[config.mk]
export PLATFORM = sky130hd
export DESIGN_NAME = clk_div_multi
export DESIGN_NICKNAME = d
export VERILOG_FILES = /design/src/rtl/clk_div_pkg.sv /design/src/rtl/clk_div_chan.sv /design/src/rtl/clk_div_multi.sv
export SDC_FILE = /design/constraint.sdc
export NUM_CORES = 1
export LEC_CHECK = 0
export BUFFER_PORTS_ARGS = -buffer_cell sky130_fd_sc_hd__buf_2
export CAP_MARGIN = 20
export CORE_MARGIN = 10
export CORE_UTILIZATION = 30
export DETAILED_ROUTE_END_ITERATION = 8
export MAX_ROUTING_LAYER = met4
export PLACE_DENSITY = 0.45
export SLEW_MARGIN = 0
export SYNTH_ARGS = -nofsm -noshare
export SYNTH_HDL_FRONTEND = slang
export SYNTH_SLANG_ARGS = --single-unit
[constraint.sdc]
create_clock -name fastclk_i -period 6.13 [get_ports fastclk_i]
set_clock_uncertainty 0.05 [all_clocks]
set_input_delay 0.613 -clock fastclk_i [delete_from_list [all_inputs] [get_ports fastclk_i]]
set_output_delay 0.613 -clock fastclk_i [all_outputs]
set_load 0.05 [all_outputs]
[src/rtl/clk_div_pkg.sv]
// Shared constants and the per-channel state encoding for the multi-channel clock divider.
// Pure definitions: no latency, no flow control.
package clk_div_pkg;

  localparam int          CNT_W_DEF       = 26;
  localparam int unsigned DEFAULT_DIV_DEF = 10_000_000;

  typedef enum logic [1:0] {
    ST_HOLD,
    ST_RUN,
    ST_PEND
  } chan_st_e;

  function automatic int ch_w(input int n);
    return (n > 1) ? $clog2(n) : 1;
  endfunction

endpackage

[src/rtl/clk_div_chan.sv]
// One divider channel: tick every div enabled cycles, 50% slowclk, shadowed divisor swap at terminal count.
// Outputs registered (1-cycle); wr_i must only be raised while pending_o is low.
module clk_div_chan
  import clk_div_pkg::*;
#(
  parameter int          CNT_W       = CNT_W_DEF,
  parameter int unsigned DEFAULT_DIV = DEFAULT_DIV_DEF
) (
  input  logic             clk_i,
  input  logic             rst_n_i,
  input  logic             en_i,
  input  logic             sync_i,
  input  logic             wr_i,
  input  logic [CNT_W-1:0] wr_div_i,
  output logic             pending_o,
  output logic             tick_o,
  output logic             slowclk_o
);

  localparam logic [CNT_W-1:0] DIV_RST = CNT_W'(DEFAULT_DIV);

  logic [CNT_W-1:0] cnt_q, cnt_d;
  logic [CNT_W-1:0] div_q, div_d;
  logic [CNT_W-1:0] div_nxt_q, div_nxt_d;
  logic             pend_q, pend_d;
  logic             tick_q, tick_d;
  logic             slow_q, slow_d;
  logic             apply;
  logic             term;
  chan_st_e         st;

  always_comb begin
    cnt_d     = cnt_q;
    div_d     = div_q;
    div_nxt_d = div_nxt_q;
    pend_d    = pend_q;
    tick_d    = 1'b0;
    slow_d    = slow_q;
    apply     = 1'b0;

    if (!en_i)       st = ST_HOLD;
    else if (pend_q) st = ST_PEND;
    else             st = ST_RUN;

    term = (div_q != '0) && (cnt_q >= div_q - CNT_W'(1));

    if (sync_i) begin
      cnt_d  = '0;
      slow_d = 1'b0;
      apply  = pend_q;
    end else begin
      unique case (st)
        ST_HOLD: begin
          apply = pend_q;
          // Keep cnt inside the new period if the divisor shrinks while frozen.
          if (pend_q && (cnt_q >= div_nxt_q)) cnt_d = '0;
        end
        ST_RUN, ST_PEND: begin
          if (div_q == '0) begin
            cnt_d = '0;
            apply = pend_q;
          end else if (term) begin
            cnt_d  = '0;
            tick_d = 1'b1;
            slow_d = ~slow_q;
            apply  = pend_q;
          end else begin
            cnt_d = cnt_q + CNT_W'(1);
          end
        end
        default: ;
      endcase
    end

    if (apply) begin
      div_d  = div_nxt_q;
      pend_d = 1'b0;
    end
    // A write can only land while nothing is pending, so it never collides with apply.
    if (wr_i) begin
      div_nxt_d = wr_div_i;
      pend_d    = 1'b1;
    end
  end

  always_ff @(posedge clk_i or negedge rst_n_i) begin
    if (!rst_n_i) begin
      cnt_q     <= '0;
      div_q     <= DIV_RST;
      div_nxt_q <= DIV_RST;
      pend_q    <= 1'b0;
      tick_q    <= 1'b0;
      slow_q    <= 1'b0;
    end else begin
      cnt_q     <= cnt_d;
      div_q     <= div_d;
      div_nxt_q <= div_nxt_d;
      pend_q    <= pend_d;
      tick_q    <= tick_d;
      slow_q    <= slow_d;
    end
  end

  assign pending_o = pend_q;
  assign tick_o    = tick_q;
  assign slowclk_o = slow_q;

endmodule

[src/rtl/clk_div_multi.sv]
// CHANNELS independent programmable dividers with a shared valid/ready divisor config port.
// Ticks registered; cfg_ready drops while the addressed channel holds an unapplied divisor.
module clk_div_multi
  import clk_div_pkg::*;
#(
  parameter int          CHANNELS    = 4,
  parameter int          CNT_W       = CNT_W_DEF,
  parameter int unsigned DEFAULT_DIV = DEFAULT_DIV_DEF,
  localparam int         CH_W        = ch_w(CHANNELS)
) (
  input  logic                fastclk_i,
  input  logic                rst_n_i,
  input  logic [CHANNELS-1:0] en_i,
  input  logic                sync_i,
  input  logic                cfg_valid_i,
  input  logic [CH_W-1:0]     cfg_ch_i,
  input  logic [CNT_W-1:0]    cfg_div_i,
  output logic                cfg_ready_o,
  output logic [CHANNELS-1:0] tick_o,
  output logic [CHANNELS-1:0] slowclk_o
);

  logic [CHANNELS-1:0] wr;
  logic [CHANNELS-1:0] pend;

  // Addresses beyond CHANNELS match nothing: ready stays high and the write is dropped.
  always_comb begin
    cfg_ready_o = 1'b1;
    wr          = '0;
    for (int i = 0; i < CHANNELS; i++) begin
      if (cfg_ch_i == CH_W'(i)) begin
        cfg_ready_o = !pend[i];
        wr[i]       = cfg_valid_i && !pend[i];
      end
    end
  end

  for (genvar g = 0; g < CHANNELS; g++) begin : g_chan
    clk_div_chan #(
      .CNT_W       (CNT_W),
      .DEFAULT_DIV (DEFAULT_DIV)
    ) u_chan (
      .clk_i     (fastclk_i),
      .rst_n_i   (rst_n_i),
      .en_i      (en_i[g]),
      .sync_i    (sync_i),
      .wr_i      (wr[g]),
      .wr_div_i  (cfg_div_i),
      .pending_o (pend[g]),
      .tick_o    (tick_o[g]),
      .slowclk_o (slowclk_o[g])
    );
  end

endmodule

==> flow_summary.toml, run 1 <==
[placement]
place.gp.congestion = 0.8393
dpl-instance-area_um2 = 22860
place_hpwl_mm = 46.89
port_buffers = 44

[pwr]
switching_share_pct = 32.95
irDropWorstVdd_mv = 0.2014
sequentialPowerShare_pct = 41.1
netSwitchingPower_mw = 2.530
power.internal_mw = 5.147
clockPowerShare_pct = 34.1
combPwrFrac_pct = 24.8
p_leak_nw = 10.63
power_density_nw_per_um2 = 315.4

[synthesis]
ys_seq_area_share_pct = 37.77
synth_async_sr_flop_share_pct = 100.0
netlist_instances = 2266
syn_area_um2 = 21680
synth_edf_count = 0
yosys.area.top_type = "dfrtp_1"
synth_area_leaders = "dfrtp_1, ha_1, dfstp_2, mux2_2, nand2_1"
yosysWarnings = 0
ys.flop_type = "dfrtp_1"
syn_nets = 2526
yosys-top-cells-count = "dfrtp_1, nand2_1, ha_1"
synth_cell_types = 84
yosysMostFrequentCell = "dfrtp_1"
ys_ff_latch = 324
postSynthAreaPerCell_um2 = 9.566
synth_top_area_share_pct = 30.01

[floorplan]
die_width_um = 288.8
num_io_pins = 45
start_util_pct = 30.27
die_area_um2 = 83410
core_area_um2 = 71610
die_y_um = 288.8
std_cell_rows = 98

[clocking]
root_buffer = "clkbuf_16"
clkSinkCount = 324
clkTransAtPathRegs_ns = 0.06
cts_max_level = 2
cts_made_buffers = 42
clockBufferDepth = 3
cts_tree = "built"
insertion_delay_ns = 0.57

[grt]
grt_pass1_wl_mm = 103.3
antenna_found_initial = 4
grt_overflow = 0
grt_usage_pct = 16.16
grt_pass1_vias = 17350
grt_max_degree = 162

[worst_setup_path]
ff2ff_setup_slack_ns = 0.88
crit_path_end = "g_chan[2].u_chan.div_q[17]$_DFFE_PN0P_"
end_kind = "register"
worstSetupPathType = "reg2reg"
startpoint = "g_chan[2].u_chan.div_q[8]$_DFFE_PN0P_"
crit_fanout = 19
ff2ff_path_depth = 16
cp.arrival_ns = 5.65
slowest_delay_ns = 0.57
cp.required_ns = 6.53
startpoint_type = "register"
slowest_stage = "a21bo_1"
rr_endpoint = "g_chan[2].u_chan.div_q[17]$_DFFE_PN0P_"
rr_startpoint = "g_chan[2].u_chan.div_q[8]$_DFFE_PN0P_"
cp_cell_sequence = "nor4_1 -> nor2b_1 -> and3_1 -> nand2_1 -> or4_1 -> nor3_1 -> xnor2_1 -> ha_1 -> nand4_1 -> nor4_1 -> nand2_1 -> a311oi_4 -> nor3_2 -> a21bo_1 -> buf_4 -> mux2_4"

[route]
wl_mm = 65.72
vias = 17320
drtIter0Drc = 1018
drc = 0
postRouteAntennaNets = 0
drt-pass1-iter-count = 5
viasPerCell = 5.292
wl_per_cell_um = 20.08

[final_layout]
nets = 2548
syn2layout_area_growth_pct = 12.29
fin_area_um2 = 24340
final_core_util_pct = 33.99
final_layout_size_suffix_gt1_share_pct = 14.78

[sta]
setup_tns_ns = 0
hold_violations = 0
setup_viol = 0
rsz0062_at_grt = "no"
fmax_ghz = 0.1906
relSlewSlack_pct = 28.67
period_share_pct = 85.60
min_period_ns = 5.247
drv_slew = 0
tightest_slew_ns = 1.070

[worst_hold_path]
min_path_type = "in2reg"

[flow_run]
drv_cap = 0

[run_status]
status = "finished, final reports clean"
==> sequential cells by signal, indices dropped and copies added (netlist names) <==
| register | flops |
|---|---|
| g_chan.u_chan.div_nxt_q | 104 |
| g_chan.u_chan.div_q | 104 |
| g_chan.u_chan.tick_o | 4 |
| g_chan.u_chan.pending_o | 4 |
| g_chan.u_chan.cnt_q | 104 |
| g_chan.u_chan.slowclk_o | 4 |
==> through the flow <==
stage / setup slack [ns] / hold slack (ns) / cells / total power [mW]
after detailed placement: 0.9181 / 0.4340 / 3191 / 5.091
after global placement: 1.029 / 0.4263 / 3191 / 5.030
final: 0.8825 / 0.3032 / 3272 / 7.677
after global routing: 0.5149 / 0.2983 / 3270 / 8.199
after CTS: 0.9087 / 0.2693 / 3268 / 7.773
after floorplan: 1.860 / 0.2674 / 2266 / 4.462
==> how the worst min path moves through the flow <==
stage                                                     from  depth (start not counted)  slack (ns)                                          to
floorplan                                              rst_n_i                          0        0.27       g_chan[0].u_chan.cnt_q[0]$_DFFE_PN0P_
global placement    g_chan[1].u_chan.div_nxt_q[11]$_DFFE_PN0P_                          1        0.43      g_chan[1].u_chan.div_q[11]$_DFFE_PN0P_
detailed placement  g_chan[1].u_chan.div_nxt_q[11]$_DFFE_PN0P_                          1        0.43      g_chan[1].u_chan.div_q[11]$_DFFE_PN0P_
CTS                                              cfg_div_i[19]                          3        0.27  g_chan[2].u_chan.div_nxt_q[19]$_DFFE_PN1P_
global route                                     cfg_div_i[19]                          3        0.30  g_chan[2].u_chan.div_nxt_q[19]$_DFFE_PN1P_
finish                                                 en_i[3]                          3        0.30      g_chan[3].u_chan.pending_o$_DFFE_PN0P_
==> layout make-up <==
class	count	area, um2
well taps	950	1189
flip-flops and latches	324	8188
clock inverters	15	209.0
repair buffers	71	459.2
diodes	2	5.005
fillers	7300	47270
clock buffers	61	1234
multi-input cells	1701	12500
inverters	148	555.5
==> what timing repair did <==
action                                 CTS  global route
setup buffers                            0             0
endpoints found under the hold margin    2             0
gates resized for setup                  0             0
hold buffers                             1             0
==> kinds of logic after synthesis <==
| logic type | after synthesis | share of synthesized area, % |
|---|---|---|
| muxes | 151 | 8.092 |
| buffers and inverters | 241 | 4.716 |
| AOI/OAI and AO/OA | 460 | 14.60 |
| xor gates and xnor gates | 93 | 3.758 |
| and+or+nand+nor | 773 | 18.14 |
| DFF | 324 | 37.77 |
| adders and majority gates | 224 | 12.93 |
==> routing by layer <==
metal	wire length, um	vias to the layer above	GRT usage, %
met5	0	-	-
met4	1245	0	3.614
met3	3376	87	2.932
met2	30940	357	26.40
met1	30150	8488	20.56
li1	-	8383	-
==> power groups by stage <==
stage	clock, mW	combinational, mW	sequential (mW)
finish	2.61	1.91	3.15
global route	2.78	2.19	3.23
CTS	2.69	1.93	3.15
detailed placement	0	1.91	3.18
global placement	0	1.86	3.17
floorplan	0	1.46	3.00
==> cell usage in the layout (no fill, tap or decap), types with 30 or more instances in the layout <==
cell       synthesis  final
o21ai_0          120    120
nand2_1          235    235
dfstp_2           64     64
o31ai_1           39     39
nor3_1            74     72
inv_1            147    147
xor2_1            30     30
clkbuf_16          0     43
nor4_1            54     54
and3_1            35     35
nand4_1           56     56
a22o_1            53     53
xnor2_1           63     63
a21oi_1           83     81
mux2_2            86     86
nor2_1           117    117
buf_2              8     43
nand3_1           67     67
ha_1             224    224
dfrtp_1          260    260
==> worst max-delay path, delay by kind of cell, from the launching register on <==
family,cells,cell delay (ns)
XOR/XNOR,1,0.10
multiplexers,1,0.30
AO/OA/AOI/OAI,2,0.90
adder cells (fa/ha/maj),1,0.29
AND/OR/NAND/NOR,10,2.66
flip-flops,1,0.44
buffers and inverters,1,0.37
No activity file was read; power rests on OpenSTA's default activity.
==> inputs of run 2 (changes only) <==
--- a/config.mk
+++ b/config.mk
@@ -15,4 +15,5 @@
 export SLEW_MARGIN = 0
 export SYNTH_ARGS = -nofsm -noshare
 export SYNTH_HDL_FRONTEND = slang
+export SYNTH_HIERARCHICAL = 1
 export SYNTH_SLANG_ARGS = --single-unit
==> run 2 against run 1 <==
Register-to-register slack improved by 0.16 ns. Sequential share of layout area is 0.59 points higher. Global-route usage decreased by 0.91 points. Critical path type unchanged. Combinational power up 5%. Critical path depth down 3. Final area decreased by 1.7%. Die area decreased by 1.5%. Largest power group unchanged. Clock power down 2%. Count of clock-buffer cells in the layout down 5. Non-clock buffer count decreased by 10. First-iteration DRC count grew 4.6%.
==> flow_summary.toml, run 2 <==
[run_status]
status = "finished, final reports clean"

[grt]
grt_max_degree = 120
grt_pass1_wl_mm = 96.48
grt_pass1_vias = 16290
grt_usage_pct = 15.24
antenna_found_initial = 2
grt_overflow = 0

[clocking]
cts_resized = 0
root_buffer = "clkbuf_16"
cts_max_level = 2
clkSinkCount = 324
clockBufferDepth = 3
insertion_delay_ns = 0.57
cts_hold_buf = 0
cts_tree = "built"
cts_made_buffers = 41
clkTransAtPathRegs_ns = 0.06
post_cts_buffers = 0

[synthesis]
synth_area_leaders = "dfrtp_1, ha_1, dfstp_2, mux2_4, nand2_1"
synth_async_sr_flop_share_pct = 100.0
syn_area_um2 = 21330
ys_ff_latch = 324
synth_cell_types = 79
netlist_instances = 2204
synth_top_area_share_pct = 30.50
ys_seq_area_share_pct = 38.38
postSynthAreaPerCell_um2 = 9.679
ys.flop_type = "dfrtp_1"
synth_edf_count = 0
syn_nets = 2464
yosys.area.top_type = "dfrtp_1"
yosysWarnings = 6
yosys-top-cells-count = "dfrtp_1, nand2_1, ha_1"
yosysMostFrequentCell = "dfrtp_1"

[floorplan]
std_cell_rows = 97
core_area_um2 = 70270
die_y_um = 286.7
die_area_um2 = 82180
die_width_um = 286.7
num_io_pins = 45
start_util_pct = 30.36

[pwr]
power_density_nw_per_um2 = 322.7
netSwitchingPower_mw = 2.555
switching_share_pct = 33.09
clockPowerShare_pct = 33.3
sequentialPowerShare_pct = 40.8
irDropWorstVdd_mv = 0.1525
p_leak_nw = 10.77
power.internal_mw = 5.165
combPwrFrac_pct = 25.9

[worst_setup_path]
crit_path_end = "g_chan[1].u_chan/cnt_q[12]$_DFFE_PN0P_"
cp.arrival_ns = 5.53
crit_top_cell = "nor4_1"
cp.depth = 13
rr_endpoint = "g_chan[1].u_chan/cnt_q[12]$_DFFE_PN0P_"
cp.required_ns = 6.58
slowest_delay_ns = 0.84
cp_cell_sequence = "nor4_1 -> nand3_1 -> nor2b_1 -> inv_1 -> or4_1 -> xor2_1 -> ha_1 -> nand4_1 -> nor4_1 -> o311ai_0 -> nand3_2 -> nor2_2 -> a22o_1"
crit_fanout = 33
worstSetupPathType = "reg2reg"
ff2ff_setup_slack_ns = 1.04
startpoint = "g_chan[1].u_chan/div_q[5]$_DFFE_PN0P_"
slowest_stage = "nor2_2"
cp_num_buf_inv = 1
rr_startpoint = "g_chan[1].u_chan/div_q[5]$_DFFE_PN0P_"
startpoint_type = "register"
ff2ff_path_depth = 13
end_kind = "register"
crit_family = "simple AND/OR/NAND/NOR gates"

[sta]
setup_tns_ns = 0
tightest_slew_ns = 0.9363
rsz0062_at_grt = "no"
relSlewSlack_pct = 36.79
min_period_ns = 5.088
hold_violations = 0
fmax_ghz = 0.1966
setup_viol = 0
drv_slew = 0
period_share_pct = 82.99

[final_layout]
largestRegisters = "g_chan.u_chan/cnt_q (104), g_chan.u_chan/div_nxt_q (104), g_chan.u_chan/div_q (104)"
nets = 2498
multiInputGateArea_um2 = 12170
final_common_cell = "dfrtp_1"
final_layout_size_suffix_gt1_share_pct = 15.15
most-common-layout-cells = "dfrtp_1, nand2_1, ha_1, o21ai_0, inv_1"
seqCellArea_um2 = 8188
fill_cells = 7093
syn2layout_area_growth_pct = 12.14
final_core_util_pct = 34.04

[placement]
place.gp.congestion = 0.8431
port_buffers = 44
place_hpwl_mm = 44.86

[route]
postRouteAntennaNets = 0
vias = 16260
viasPerCell = 5.060
wl_per_cell_um = 18.97
drtIter0Drc = 1065
drt-pass1-iter-count = 5
drc = 0
wl_mm = 60.96

[flow_run]
drv_cap = 0

[worst_hold_path]
min_path_type = "in2async"
-- run 2: worst min path at each step --
stage / slack (ns) / from / endpoint
2_1_floorplan: 0.27 / rst_n_i / g_chan[0].u_chan/cnt_q[0]$_DFFE_PN0P_
3_3_place_gp: 0.44 / g_chan[1].u_chan/div_nxt_q[17]$_DFFE_PN0P_ / g_chan[1].u_chan/div_q[17]$_DFFE_PN0P_
3_5_place_dp: 0.44 / g_chan[1].u_chan/div_nxt_q[11]$_DFFE_PN0P_ / g_chan[1].u_chan/div_q[11]$_DFFE_PN0P_
4_1_cts: 0.07 / rst_n_i / g_chan[0].u_chan/cnt_q[21]$_DFFE_PN0P_
5_1_grt: 0.1 / rst_n_i / g_chan[0].u_chan/cnt_q[25]$_DFFE_PN0P_
6_report: 0.04 / rst_n_i / g_chan[0].u_chan/cnt_q[25]$_DFFE_PN0P_
-- run 2: kinds of logic (layout without fill, tap and decap cells) --
family / after synthesis / in the layout / synth area share (%)
other cells: 0 / 2 / 0
simple gates: 739 / 739 / 18.04
fa+ha+maj: 224 / 224 / 13.14
flops: 324 / 324 / 38.38
compound gates: 486 / 486 / 14.49
buf+inv: 224 / 291 / 4.774
mux: 112 / 112 / 7.273
xor+xnor: 95 / 95 / 3.900
-- run 2: worst reg2reg max path, stage by stage (launching register included) --
cell      delay, ns
dfrtp_1        0.42
nor4_1         0.70
nand3_1        0.25
nor2b_1        0.20
inv_1          0.11
or4_1          0.49
xor2_1         0.16
ha_1           0.30
nand4_1        0.14
nor4_1         0.10
o311ai_0       0.27
nand3_2        0.75
nor2_2         0.85
a22o_1         0.24
-- run 2: power groups by stage --
stage	clock network, mW	logic (mW)	registers [mW]
4_1_cts	2.65	2.01	3.15
3_5_place_dp	0	2.01	3.17
5_1_grt	2.72	2.27	3.23
3_3_place_gp	0	1.96	3.17
6_report	2.57	2.00	3.15
2_1_floorplan	0	1.55	3.01
-- run 2: metrics by stage --
stage / setup WS, ns / hold WS [ns] / instances / area, um2 / total power, mW
2_1_floorplan: 2.133 / 0.2674 / 2204 / 21330 / 4.558
3_3_place_gp: 1.097 / 0.4363 / 3134 / 22480 / 5.124
3_5_place_dp: 1.041 / 0.4408 / 3134 / 22480 / 5.176
4_1_cts: 1.030 / 0.07191 / 3210 / 23890 / 7.812
5_1_grt: 0.5349 / 0.09504 / 3213 / 23920 / 8.219
6_report: 1.042 / 0.04241 / 3213 / 23920 / 7.720
-- run 2: final cells by class --
class / instances / area share (%)
clock inverter: 20 / 1.004
timing repair buffer: 61 / 1.632
multi-input combinational: 1656 / 50.87
antenna: 2 / 0.02092
clock buffer: 56 / 4.911
inverter: 154 / 2.416
sequential: 324 / 34.23
tap: 940 / 4.916
-- run 2: per-layer routing --
metal / share of wire [%] / global-route usage [%]
met5: 0 / -
met4: 2.6 / 4.408
met3: 2.9 / 1.920
met2: 45 / 23.83
met1: 49 / 20.43
